File: config.mk
export PLATFORM = sky130hd
export DESIGN_NAME = prim_pad_attr_ctrl
export DESIGN_NICKNAME = d
export VERILOG_FILES = /design/src/rtl/prim_pad_wrapper_pkg.sv /design/src/rtl/prim_pad_attr_ctrl.sv
export SDC_FILE = /design/constraint.sdc
export NUM_CORES = 1
export LEC_CHECK = 0
export CAP_MARGIN = 20
export CELL_PAD_IN_SITES_DETAIL_PLACEMENT = 1
export CELL_PAD_IN_SITES_GLOBAL_PLACEMENT = 1
export CORE_MARGIN = 2
export CORE_UTILIZATION = 40
export CTS_CLUSTER_SIZE = 25
export DETAILED_ROUTE_END_ITERATION = 8
export PLACE_DENSITY_LB_ADDON = 0.05
export SETUP_SLACK_MARGIN = 0.2
export SYNTH_ARGS = -nofsm -noshare
export SYNTH_HDL_FRONTEND = slang
export SYNTH_SLANG_ARGS = --single-unit
export TNS_END_PERCENT = 20
File: constraint.sdc
create_clock -name clk_i -period 6.7 [get_ports clk_i]
set_input_delay 1.005 -clock clk_i [delete_from_list [all_inputs] [get_ports clk_i]]
set_output_delay 1.005 -clock clk_i [all_outputs]
set_load 0.01 [all_outputs]
File: src/rtl/prim_pad_wrapper_pkg.sv
// Shared pad-wrapper types: the pad attribute word and the attribute controller FSM states.
package prim_pad_wrapper_pkg;

    // Bit 0 is invert and bit 2 is pull_en, so invert|pull_en reads as 13'h005.
    typedef struct packed {
        logic [3:0] drive_strength;
        logic [1:0] slew_rate;
        logic       od_en;
        logic       schmitt_en;
        logic       keeper_en;
        logic       pull_select;
        logic       pull_en;
        logic       virt_od_en;
        logic       invert;
    } pad_attr_t;

    localparam int unsigned PadAttrW = $bits(pad_attr_t);

    typedef enum logic [1:0] {
        IDLE    = 2'd0,
        HOLD    = 2'd1,
        APPLY   = 2'd2,
        RELEASE = 2'd3
    } pad_attr_ctrl_state_e;

endpackage

File: src/rtl/prim_pad_attr_ctrl.sv
// Pad attribute register bank: WARL-legalised shadow registers whose changes reach the pads
// through a freeze -> settle -> update -> settle -> release sequence, one pad at a time.
module prim_pad_attr_ctrl
    import prim_pad_wrapper_pkg::*;
#(
    parameter int unsigned NumPads      = 8,
    parameter int unsigned SettleCycles = 4,
    localparam int unsigned AddrW       = (NumPads > 1) ? $clog2(NumPads) : 1
) (
    input  logic                     clk_i,
    input  logic                     rst_i,
    input  logic                     req_i,
    input  logic                     we_i,
    input  logic [AddrW-1:0]         addr_i,
    input  pad_attr_t                wdata_i,
    output logic                     gnt_o,
    output logic                     rvalid_o,
    output pad_attr_t                rdata_o,
    output logic                     err_o,
    input  pad_attr_t [NumPads-1:0]  attr_warl_i,
    output pad_attr_t [NumPads-1:0]  attr_o,
    output logic [NumPads-1:0]       hold_o,
    output logic                     busy_o,
    output pad_attr_ctrl_state_e     state_o
);

    localparam int unsigned CntW = $clog2(SettleCycles + 1);
    localparam logic [CntW-1:0] CntLast = CntW'(SettleCycles - 1);

    if (SettleCycles < 1) begin : gen_bad_settle
        $error("SettleCycles must be at least 1");
    end
    if (NumPads < 1) begin : gen_bad_numpads
        $error("NumPads must be at least 1");
    end

    pad_attr_ctrl_state_e      state_q, state_d;
    pad_attr_t [NumPads-1:0]   shadow_q, shadow_d;
    pad_attr_t [NumPads-1:0]   attr_q, attr_d;
    logic [NumPads-1:0]        hold_q, hold_d;
    logic [AddrW-1:0]          idx_q, idx_d;
    logic [CntW-1:0]           cnt_q, cnt_d;
    logic                      busy_q, busy_d;
    logic                      rvalid_q, rvalid_d;
    pad_attr_t                 rdata_q, rdata_d;
    logic                      err_q, err_d;

    logic                      gnt;
    logic                      addr_ok;
    logic [AddrW-1:0]          sel;
    pad_attr_t                 new_attr;

    // Reset is folded into the grant so a request held through reset is not acknowledged.
    assign gnt      = req_i && (state_q == IDLE) && !rst_i;
    assign addr_ok  = (32'(addr_i) < NumPads);
    assign sel      = addr_ok ? addr_i : '0;
    assign new_attr = wdata_i & attr_warl_i[sel];

    always_comb begin
        state_d  = state_q;
        shadow_d = shadow_q;
        attr_d   = attr_q;
        hold_d   = hold_q;
        idx_d    = idx_q;
        cnt_d    = cnt_q;
        busy_d   = busy_q;
        rvalid_d = gnt;
        rdata_d  = '0;
        err_d    = 1'b0;

        if (gnt) begin
            if (!addr_ok) begin
                err_d = 1'b1;
            end else if (we_i) begin
                rdata_d = new_attr;
                // An unchanged value never disturbs the pad, so no freeze sequence is run.
                if (new_attr != shadow_q[sel]) begin
                    shadow_d[sel] = new_attr;
                    idx_d         = sel;
                    cnt_d         = '0;
                    hold_d        = '0;
                    hold_d[sel]   = 1'b1;
                    busy_d        = 1'b1;
                    state_d       = HOLD;
                end
            end else begin
                rdata_d = shadow_q[sel];
            end
        end

        case (state_q)
            HOLD: begin
                if (cnt_q == CntLast) begin
                    cnt_d   = '0;
                    state_d = APPLY;
                end else begin
                    cnt_d = cnt_q + CntW'(1);
                end
            end
            APPLY: begin
                attr_d[idx_q] = shadow_q[idx_q];
                cnt_d         = '0;
                state_d       = RELEASE;
            end
            RELEASE: begin
                if (cnt_q == CntLast) begin
                    cnt_d   = '0;
                    hold_d  = '0;
                    busy_d  = 1'b0;
                    state_d = IDLE;
                end else begin
                    cnt_d = cnt_q + CntW'(1);
                end
            end
            default: ;
        endcase
    end

    always_ff @(posedge clk_i) begin
        if (rst_i) begin
            state_q  <= IDLE;
            shadow_q <= '0;
            attr_q   <= '0;
            hold_q   <= '0;
            idx_q    <= '0;
            cnt_q    <= '0;
            busy_q   <= 1'b0;
            rvalid_q <= 1'b0;
            rdata_q  <= '0;
            err_q    <= 1'b0;
        end else begin
            state_q  <= state_d;
            shadow_q <= shadow_d;
            attr_q   <= attr_d;
            hold_q   <= hold_d;
            idx_q    <= idx_d;
            cnt_q    <= cnt_d;
            busy_q   <= busy_d;
            rvalid_q <= rvalid_d;
            rdata_q  <= rdata_d;
            err_q    <= err_d;
        end
    end

    assign gnt_o    = gnt;
    assign rvalid_o = rvalid_q;
    assign rdata_o  = rdata_q;
    assign err_o    = err_q;
    assign attr_o   = attr_q;
    assign hold_o   = hold_q;
    assign busy_o   = busy_q;
    assign state_o  = state_q;

    hold_onehot_a: assert property (@(posedge clk_i) disable iff (rst_i) $onehot0(hold_q));
    busy_state_a: assert property (@(posedge clk_i) disable iff (rst_i)
        busy_q == (state_q != IDLE));

    for (genvar i = 0; i < NumPads; i++) begin : gen_warl_chk
        attr_in_warl_a: assert property (@(posedge clk_i) disable iff (rst_i)
            $stable(attr_warl_i) |-> ((attr_q[i] & ~attr_warl_i[i]) == '0));
    end

endmodule
==> results of run 1 <==
stage by stage:
| step | hold WS, ns | util | setup WS, ns | std cells |
|---|---|---|---|---|
| 6_report | 0.469 | 0.521 | 2.45 | 1817 |
| 5_1_grt | 0.512 | 0.521 | 2.17 | 1817 |
| 4_1_cts | 0.475 | 0.521 | 2.44 | 1815 |
| 3_5_place_dp | 0.467 | 0.491 | 1.90 | 1767 |
| 3_3_place_gp | 0.452 | 0.491 | 1.95 | 1767 |
| 2_1_floorplan | 0.456 | - | 3.13 | 1215 |
worst reg2reg max path, stage by stage, from the launching register on:
cell and delay (ns):
dfxtp_2 0.60, buf_4 0.67, mux2_2 0.46, a21oi_1 0.28, o22ai_1 0.13, nor2_1 0.92
a211oi_1 0.19
final timing paths:
check / start / end / slack [ns]
setup / recovery: addr_i[0] / hold_o[3] / 2.45
hold / removal: hold_o[5] / hold_o[5] / 0.47
hold reg to reg: hold_o[5] / hold_o[5] / 0.47
setup reg to reg: idx_q[0] / attr_o[36] / 3.29
metal layers:
| layer | routed length, um | vias up | GRT usage |
|---|---|---|---|
| met4 | 1010 | 0 | 0.0623 |
| li1 | - | 4724 | - |
| met3 | 1170 | 62 | 0.0317 |
| met5 | 0 | - | 0 |
| met1 | 16600 | 4915 | 0.309 |
| met2 | 19600 | 142 | 0.443 |
state kept, by name (all words and copies together), names as in the netlist:
name      count
attr_o      104
shadow_q    104
rdata_o      13
hold_o        8
cnt_q         3
idx_q         3
state_o       2
busy_o        1
rvalid_o      1
where the power goes:
| part | switching, mW | internal, mW | leakage [nW] |
|---|---|---|---|
| Combinational | 0.167 | 0.159 | 3.53 |
| Sequential | 0.00850 | 1.43 | 1.93 |
| Clock | 0.608 | 0.824 | 0.426 |
| Total | 0.784 | 2.41 | 5.88 |
Yosys cell counts (2+ instances only):
library cell and instances:
mux4_2 29, nor2b_1 8, mux2_2 33, o22ai_1 14, buf_1 12, xnor2_1 7, clkbuf_2 2, mux4_1 6
buf_6 2, nor3_1 14, nand3_1 3, clkbuf_1 66, and2_1 8, o21ai_4 8, nand2_1 45, dfxtp_1 239
inv_1 12, a21oi_1 30, o32ai_1 2, a22oi_1 2, nor2_1 162, o221ai_1 3, nand2b_1 113, buf_8 9
nor3b_1 11, a211oi_1 118, o21ai_0 15, a32o_1 2, or2_2 15, xor2_1 11, nor4b_1 2, o211ai_1 5
o21a_1 2, a2bb2oi_1 3, and3_1 2, mux2i_1 138, buf_4 12, nand3b_1 3, a221oi_1 7, a211o_1 2
buf_2 9, a31oi_1 4
layout make-up:
cell class              instances  share of cell area
clock inverters                 8             0.00415
inverters                      12             0.00293
well taps                     390              0.0318
repair buffers                277               0.176
clock buffers                  40              0.0517
flip-flops and latches        239               0.311
multi-input cells             851               0.422
logic make-up after synthesis:
family,after synthesis,share of synthesized area
multiplexers,208,0.218
adder cells (fa/ha/maj),1,0.00105
flip-flops,239,0.402
AND/OR/NAND/NOR,393,0.165
buffers and inverters,125,0.0555
AO/OA/AOI/OAI,230,0.144
other,1,0.000315
XOR/XNOR,18,0.0132
==> impl_metrics.yaml, run 1 <==
power:
  power_leakage_nw: 5.88
  powerDensity_mw_per_mm2: 208
  irDropWorstVdd_uv: 176
  fin_total_pwr_mw: 3.20
finish:
  drive_above_1_share: 0.120
  nets: 1533
  final_common_cell: "clkdlybuf4s50_1"
  fillers: 3268
  area_growth_pct: 29.1
  final-seq-area_mm2: 0.00479
  antenna_cells: 0
  multi_input_area_mm2: 0.00648
  final_cell_mix: "clkdlybuf4s50_1 (249), dfxtp_1 (238), nor2_1 (159)"
  fin_area_mm2: 0.0154
placement:
  hpwl_um: 26800
  placed_area_mm2: 0.0145
  port_buffers: 253
  gp_routability_congestion: 0.817
global_route:
  grt_pass1_wl_um: 60200
  track_usage: 0.246
  grt_pass1_vias: 10400
  antenna_found_initial: 0
  grt_overflow: 0
  grt_max_degree: 89
routing:
  via_per_inst: 5.42
  wl_per_cell_um: 21.1
  vias: 9843
  drc: 0
  wl_um: 38400
  drt_first_iter_violations: 457
  ant_nets: 0
  first_pass_iters: 4
clocking:
  clkSinkCount: 239
  root_buffer: "clkbuf_16"
  htreeDepth: 1
  worstSkewPairLatency_ns: 0.55
  ctsHoldBuffers: 0
  cts_resized: 0
  cts_setup_buffers: 0
  clock_path_buffers: 3
  cts_tree: "done"
  cts_buffers: 27
  clkTransAtPathRegs_ns: 0.06
floorplan:
  dieWidth_um: 176
  die_y_um: 176
  core_area_mm2: 0.0295
  initial_utilization: 0.404
  row_count: 63
  die_area_mm2: 0.0311
  io_pins: 255
flow_run:
  drv_cap: 0
critical_path:
  arrival_ns: 4.62
  path_common_cell: "buf_4"
  cpPeakStageDelay_ns: 0.70
  cp_num_cells: 10
  reg2reg_depth: 6
  criticalPathCategory: "in -> reg"
  critPathTopFamily: "compound AO/OA/AOI/OAI gates"
  endpoint_kind: "register"
  crit_path_top_delay_cell: "or4_4"
  start_kind: "primary input"
  path_buf_inv: 2
  cp_data_required_time_ns: 7.07
  crit_chain: "buf_4 -> buf_4 -> nor2b_1 -> a2111oi_0 -> a211oi_2 -> xor2_1 -> nand3_1 -> or4_4 -> o21ai_4 -> o21ai_0"
  cp_max_fo: 44
logic_synthesis:
  synth_ff_type: "dfxtp_1"
  synth_top_cell_area_share: 0.402
  syn_area_per_cell_um2: 9.79
  synth.distinct_cells: 67
  synth_edf_count: 0
  synth_top_cell_by_area: "dfxtp_1"
  synthTopCellsByArea: "dfxtp_1 (40%), mux2i_1 (12%), a211oi_1 (7.4%), nand2b_1 (5.9%), mux4_2 (5.5%)"
  yosysWarnings: 0
  ys_ff_latch: 239
  syn_area_mm2: 0.0119
  synth_cells: 1215
  synthArstFlopShare: 0
  yosysSeqAreaShare: 0.402
  syn_nets: 1340
timing:
  setup_tns_ns: 0
  rsz0062_at_grt: "no"
  worst_slew_pin_slew_ns: 1.20
  setup_viol: 0
  final_max_slew_viol_count: 0
  period_share: 0.634
  fmax_ghz: 0.235
  hold_viol: 0
  finClkSkew_ns: 0.0165
  slew_headroom: 0.197
  min_period_ns: 4.25
hold_path:
  worstHoldPathCells: 2
  hp-class: "reg -> reg"
status:
  status: "completed"
Note: power is estimated with default switching activity, not from simulation.
==> run 2: changes to the inputs <==
--- a/config.mk
+++ b/config.mk
@@ -9,7 +9,7 @@
 export CELL_PAD_IN_SITES_DETAIL_PLACEMENT = 1
 export CELL_PAD_IN_SITES_GLOBAL_PLACEMENT = 1
 export CORE_MARGIN = 2
-export CORE_UTILIZATION = 40
+export CORE_UTILIZATION = 35
 export CTS_CLUSTER_SIZE = 25
 export DETAILED_ROUTE_END_ITERATION = 8
 export PLACE_DENSITY_LB_ADDON = 0.05
==> constraint.sdc (replaced) <==
create_clock -name clk_i -period 3.7 [get_ports clk_i]
set_input_delay 0.555 -clock clk_i [delete_from_list [all_inputs] [get_ports clk_i]]
set_output_delay 0.555 -clock clk_i [all_outputs]
set_load 0.01 [all_outputs]
==> run 2 against run 1 <==
  * Combinational power rose by 96%
  * Power up 89%
  * Critical path depth shrank 1
  * Non-clock buffer count is 58 higher
  * Clock skew rose by 0.0064 ns
  * Sequential power grew 81%
  * Setup slack worse by 1.8 ns
  * Worst hold slack got worse by 0.014 ns
  * Cell count up 6.4%
  * Highest routed layer unchanged
  * Final area increased by 5.0%
  * Critical path type unchanged
  * Clock power is 97% higher
  * Critical endpoint is now idx_q[0]
==> impl_metrics.yaml, run 2 (synthesis results as in run 1) <==
status:
  status: "completed"
routing:
  met3WireLength_um: 1090
  first_pass_iters: 5
  drt-met1-wl_um: 17900
  drt_first_iter_violations: 416
  ant_nets: 0
  detailroute.wirelength.met2_um: 20100
  vias: 9970
  wl_um: 39800
  drc: 0
  wl_per_cell_um: 20.6
  via_per_inst: 5.16
  highest_layer: "met4"
timing:
  rsz0062_at_grt: "no"
  fin_ws_ns: 0.609
  setup_viol: 0
  min_period_ns: 3.09
  slew_headroom: 0.362
  worst_slew_pin_slew_ns: 0.957
  period_share: 0.835
  finClkSkew_ns: 0.0229
  final_max_slew_viol_count: 0
  hold_viol: 0
  fmax_ghz: 0.324
  whs_ns: 0.455
  setup_tns_ns: 0
clocking:
  clkSinkCount: 239
  root_buffer: "clkbuf_16"
  cts_resized: 0
  clkTransAtPathRegs_ns: 0.06
  cts_tree: "done"
  htreeDepth: 1
  worstSkewPairLatency_ns: 0.54
  ctsHoldBuffers: 0
  cts_setup_buffers: 0
  clock_path_buffers: 3
  cts_buffers: 27
critical_path:
  rrSetupSlack_ns: 0.87
  path_buf_inv: 1
  cpPeakStageDelay_ns: 0.71
  critPathTopFamily: "simple AND/OR/NAND/NOR gates"
  reg2reg_depth: 9
  endpoint_kind: "register"
  crit_path_top_delay_cell: "or4_4"
  r2r_end: "idx_q[0]"
  cp_data_required_time_ns: 4.13
  cp_max_fo: 15
  crit_chain: "buf_4 -> mux4_1 -> mux2_2 -> nand2_1 -> xnor2_1 -> nand3_1 -> or4_4 -> o211a_1 -> o31ai_1"
  criticalPathCategory: "in -> reg"
  arrival_ns: 3.52
  start_kind: "primary input"
  reg2reg_from: "shadow_q[83]"
floorplan:
  die_area_mm2: 0.0355
  die_y_um: 188
  dieWidth_um: 188
  io_pins: 255
  row_count: 67
  initial_utilization: 0.355
  core_area_mm2: 0.0335
placement:
  dp_worst_setup_slack_ns: 0.00885
  port_buffers: 253
  hpwl_um: 28600
  gp_routability_congestion: 0.782
  placed_area_mm2: 0.0152
  place_inst: 1885
hold_path:
  min_to: "hold_o[2]"
  hp-class: "reg -> reg"
  worstHoldPathCells: 2
  hp-start: "hold_o[2]"
global_route:
  grt_pass1_wl_um: 62700
  track_usage: 0.225
  grt_pass1_vias: 10600
  grt_max_degree: 104
  antenna_found_initial: 0
  grt_overflow: 0
finish:
  antenna_cells: 0
  final_cell_mix: "clkdlybuf4s50_1 (249), dfxtp_1 (238), nor2_1 (159)"
  fin_area_mm2: 0.0161
  finalNonFillerCells: 1933
  final_core_util: 0.481
  final_common_cell: "clkdlybuf4s50_1"
  drive_above_1_share: 0.156
  nets: 1591
  area_growth_pct: 35.6
power:
  clkPwrFrac: 0.464
  irDropWorstVdd_uv: 293
  power_leakage_nw: 6.27
  powerDensity_mw_per_mm2: 375
  fin_total_pwr_mw: 6.05
  comb_power_share: 0.105
  internal_power_mw: 4.62
  power_frac_seq: 0.431
  netSwitchingPower_mw: 1.43
  swShare: 0.237
flow_run:
  drv_cap: 0
[run 2: cell types whose count changed in the layout (fill, tap and decap cells not counted), sizes merged]
cell    previous run  this run
buf               27        86
inv               14        13
clkinv             5         4
bufinv             0         3
clkbuf            41        39
[run 2: worst max-delay path by stage]
| stage | startpoint | end | slack (ns) | cells past startpoint |
|---|---|---|---|---|
| after global placement | addr_i[0] | busy_o | 0.08 | 9 |
| after detailed placement | addr_i[0] | busy_o | 0.009 | 9 |
| after floorplan | addr_i[0] | shadow_q[19] | 0.58 | 11 |
| final | addr_i[0] | idx_q[0] | 0.61 | 9 |
| after CTS | addr_i[0] | busy_o | 0.59 | 9 |
| after global routing | addr_i[0] | busy_o | 0.44 | 9 |
[run 2: metal layers]
layer | global-route usage | vias up
li1 | - | 4846
met1 | 0.292 | 4960
met2 | 0.407 | 129
met3 | 0.0238 | 35
met4 | 0.0403 | 0
met5 | 0 | -
[run 2: final cells by class]
class / instances / area [um2]
fill: 3741 / 17400
multi-input combinational: 851 / 6480
sequential: 239 / 4790
timing repair buffer: 335 / 3340
clock buffer: 39 / 801
tap: 448 / 561
clock inverter: 9 / 126
inverter: 12 / 45.0
[run 2: power by group through the flow]
| stage | registers [mW] | clock network [mW] | logic (mW) |
|---|---|---|---|
| 2_1_floorplan | 2.66 | 0 | 0.354 |
| 3_3_place_gp | 2.66 | 0 | 0.636 |
| 3_5_place_dp | 2.66 | 0 | 0.642 |
| 4_1_cts | 2.61 | 2.88 | 0.644 |
| 5_1_grt | 2.61 | 2.99 | 0.686 |
| 6_report | 2.61 | 2.81 | 0.637 |
[run 2: worst min-delay path: stages (launching register included)]
cell and delay [ns]:
dfxtp_1 0.30, nand2_1 0.05, o21ai_0 0.06
==> run 3: changes to the inputs <==
==> constraint.sdc (replaced) <==
create_clock -name clk_i -period 2.7 [get_ports clk_i]
set_input_delay 0.405 -clock clk_i [delete_from_list [all_inputs] [get_ports clk_i]]
set_output_delay 0.405 -clock clk_i [all_outputs]
set_load 0.01 [all_outputs]
==> run 3 against run 2 <==
  * The run now ends with negative setup slack left
  * Count of clock-buffer cells in the layout increased by 2
  * Critical endpoint is now shadow_q[91]
  * Cell count increased by 5.6%
  * Sequential cell count did not move
==> impl_metrics.yaml, run 3 (synthesis results as in run 1) <==
finish:
  final_core_util: 0.524
  nets: 1698
  antenna_cells: 0
  fillers: 3708
  final_common_cell: "clkdlybuf4s50_1"
  area_growth_pct: 47.6
  final_cell_mix: "clkdlybuf4s50_1 (227), dfxtp_1 (225), nor2_1 (157)"
  drive_above_1_share: 0.248
power:
  fin_total_pwr_mw: 8.65
  irDropWorstVdd_uv: 431
  powerDensity_mw_per_mm2: 492
  power_leakage_nw: 7.05
critical_path:
  reg2reg_from: "shadow_q[97]"
  r2r_end: "shadow_q[91]"
  rrSetupSlack_ns: -0.05
  startpoint: "shadow_q[97]"
  cp_max_fo: 4
  criticalPathCategory: "reg -> reg"
  start_kind: "register"
  reg2reg_depth: 9
  endpoint_kind: "register"
  cp_data_required_time_ns: 3.19
  arrival_ns: 3.24
floorplan:
  io_pins: 255
  die_area_mm2: 0.0355
  initial_utilization: 0.355
  core_area_mm2: 0.0335
  die_y_um: 188
  dieWidth_um: 188
  row_count: 67
hold_path:
  min_to: "attr_o[102]"
  hp-class: "in -> reg"
  hp-start: "rst_i"
  worstHoldPathCells: 2
routing:
  via_per_inst: 5.08
  drc: 0
  wl_per_cell_um: 20.9
  first_pass_iters: 4
  vias: 10400
  ant_nets: 0
  drt_first_iter_violations: 411
  wl_um: 42600
global_route:
  grt_pass1_wl_um: 65000
  antenna_found_initial: 0
  grt_max_degree: 89
  grt_pass1_vias: 11000
  track_usage: 0.234
  grt_overflow: 0
flow_run:
  drv_cap: 0
clocking:
  clock_path_buffers: 3
  clkTransAtPathRegs_ns: 0.06
  root_buffer: "clkbuf_16"
  cts_tree: "done"
  clkSinkCount: 239
  worstSkewPairLatency_ns: 0.56
  cts_buffers: 27
  htreeDepth: 1
status:
  violations: "negative setup slack"
  status: "complete, but fails checks"
timing:
  slew_headroom: 0.346
  finClkSkew_ns: 0.0204
  fin_ws_ns: -0.0517
  final_max_slew_viol_count: 0
  hold_viol: 0
  min_period_ns: 2.75
  rsz0062_at_grt: "yes"
  period_share: 1.02
  setup_viol: 7
  worst_slew_pin_slew_ns: 0.979
  fmax_ghz: 0.363
  whs_ns: 0.119
placement:
  dp_worst_setup_slack_ns: -0.720
  port_buffers: 253
  gp_routability_congestion: 0.772
  hpwl_um: 29800
## run 3: changes by cell type in the layout (fill, tap and decap cells not counted), sizes merged
cell,before,now
or4,1,2
clkinvlp,1,0
clkbuf,39,44
clkdlybuf4s50,249,227
dlymetal6s2s,0,1
o211a,1,2
bufinv,3,4
buf,86,188
dlygate4sd2,0,21
## run 3: how the worst max path moves through the flow
stage                         endpoint  slack, ns  cells after the start
final                     shadow_q[91]      -0.05                      9
after global routing      shadow_q[91]      -0.14                     11
after CTS                 shadow_q[33]      -0.01                      7
after detailed placement        busy_o      -0.72                      9
after global placement          busy_o      -0.70                      9
after floorplan           shadow_q[20]      -0.14                     11
## run 3: cell type report
class,instances,area [um2],area share
repair buffers,440,4410,0.251
inverters,12,45.0,0.00257
clock inverters,9,160,0.00912
flip-flops and latches,239,4800,0.273
multi-input cells,853,6780,0.386
clock buffers,41,798,0.0455
well taps,448,561,0.0319
## run 3: critical path, stage by stage, from the launching register on
cell and delay, ns:
dfxtp_2 0.32, mux4_4 0.67, xor2_4 0.19, a21oi_4 0.10
or4_4 0.55, buf_4 0.17, o21ai_4 0.18, buf_4 0.19
buf_16 0.13, mux2i_1 0.16
## run 3: power breakdown
group | switching (mW) | internal (mW) | total [mW]
Sequential | 0.0260 | 3.55 | 3.58
Clock | 1.56 | 2.42 | 3.98
Combinational | 0.509 | 0.577 | 1.09
Total | 2.09 | 6.55 | 8.65
## run 3: metal layers
layer  GRT usage  wire length, um  vias up
li1            -                -     5074
met1       0.299            18700     5119
met2       0.422            21900      115
met3      0.0268             1020       56
met4      0.0571             1000        0
met5           0                0        -
## run 3: repair_timing
item	in CTS	in global routing
setup endpoints to repair	121	128
hold buffers	0	0
pin swaps	29	17
setup buffers	13	11
hold endpoints to repair	0	0
gates cloned	4	3
resized for setup	91	31
## run 3: stage by stage
stage                     std cells  TNS [ns]  area (um2)
after floorplan                1215     -9.06       11900
after detailed placement       1961    -75.68       15900
after CTS                      2028   -0.0151       17300
final                          2042    -0.222       17600
after global placement         1961    -71.37       15900
after global routing           2042     -3.69       17600
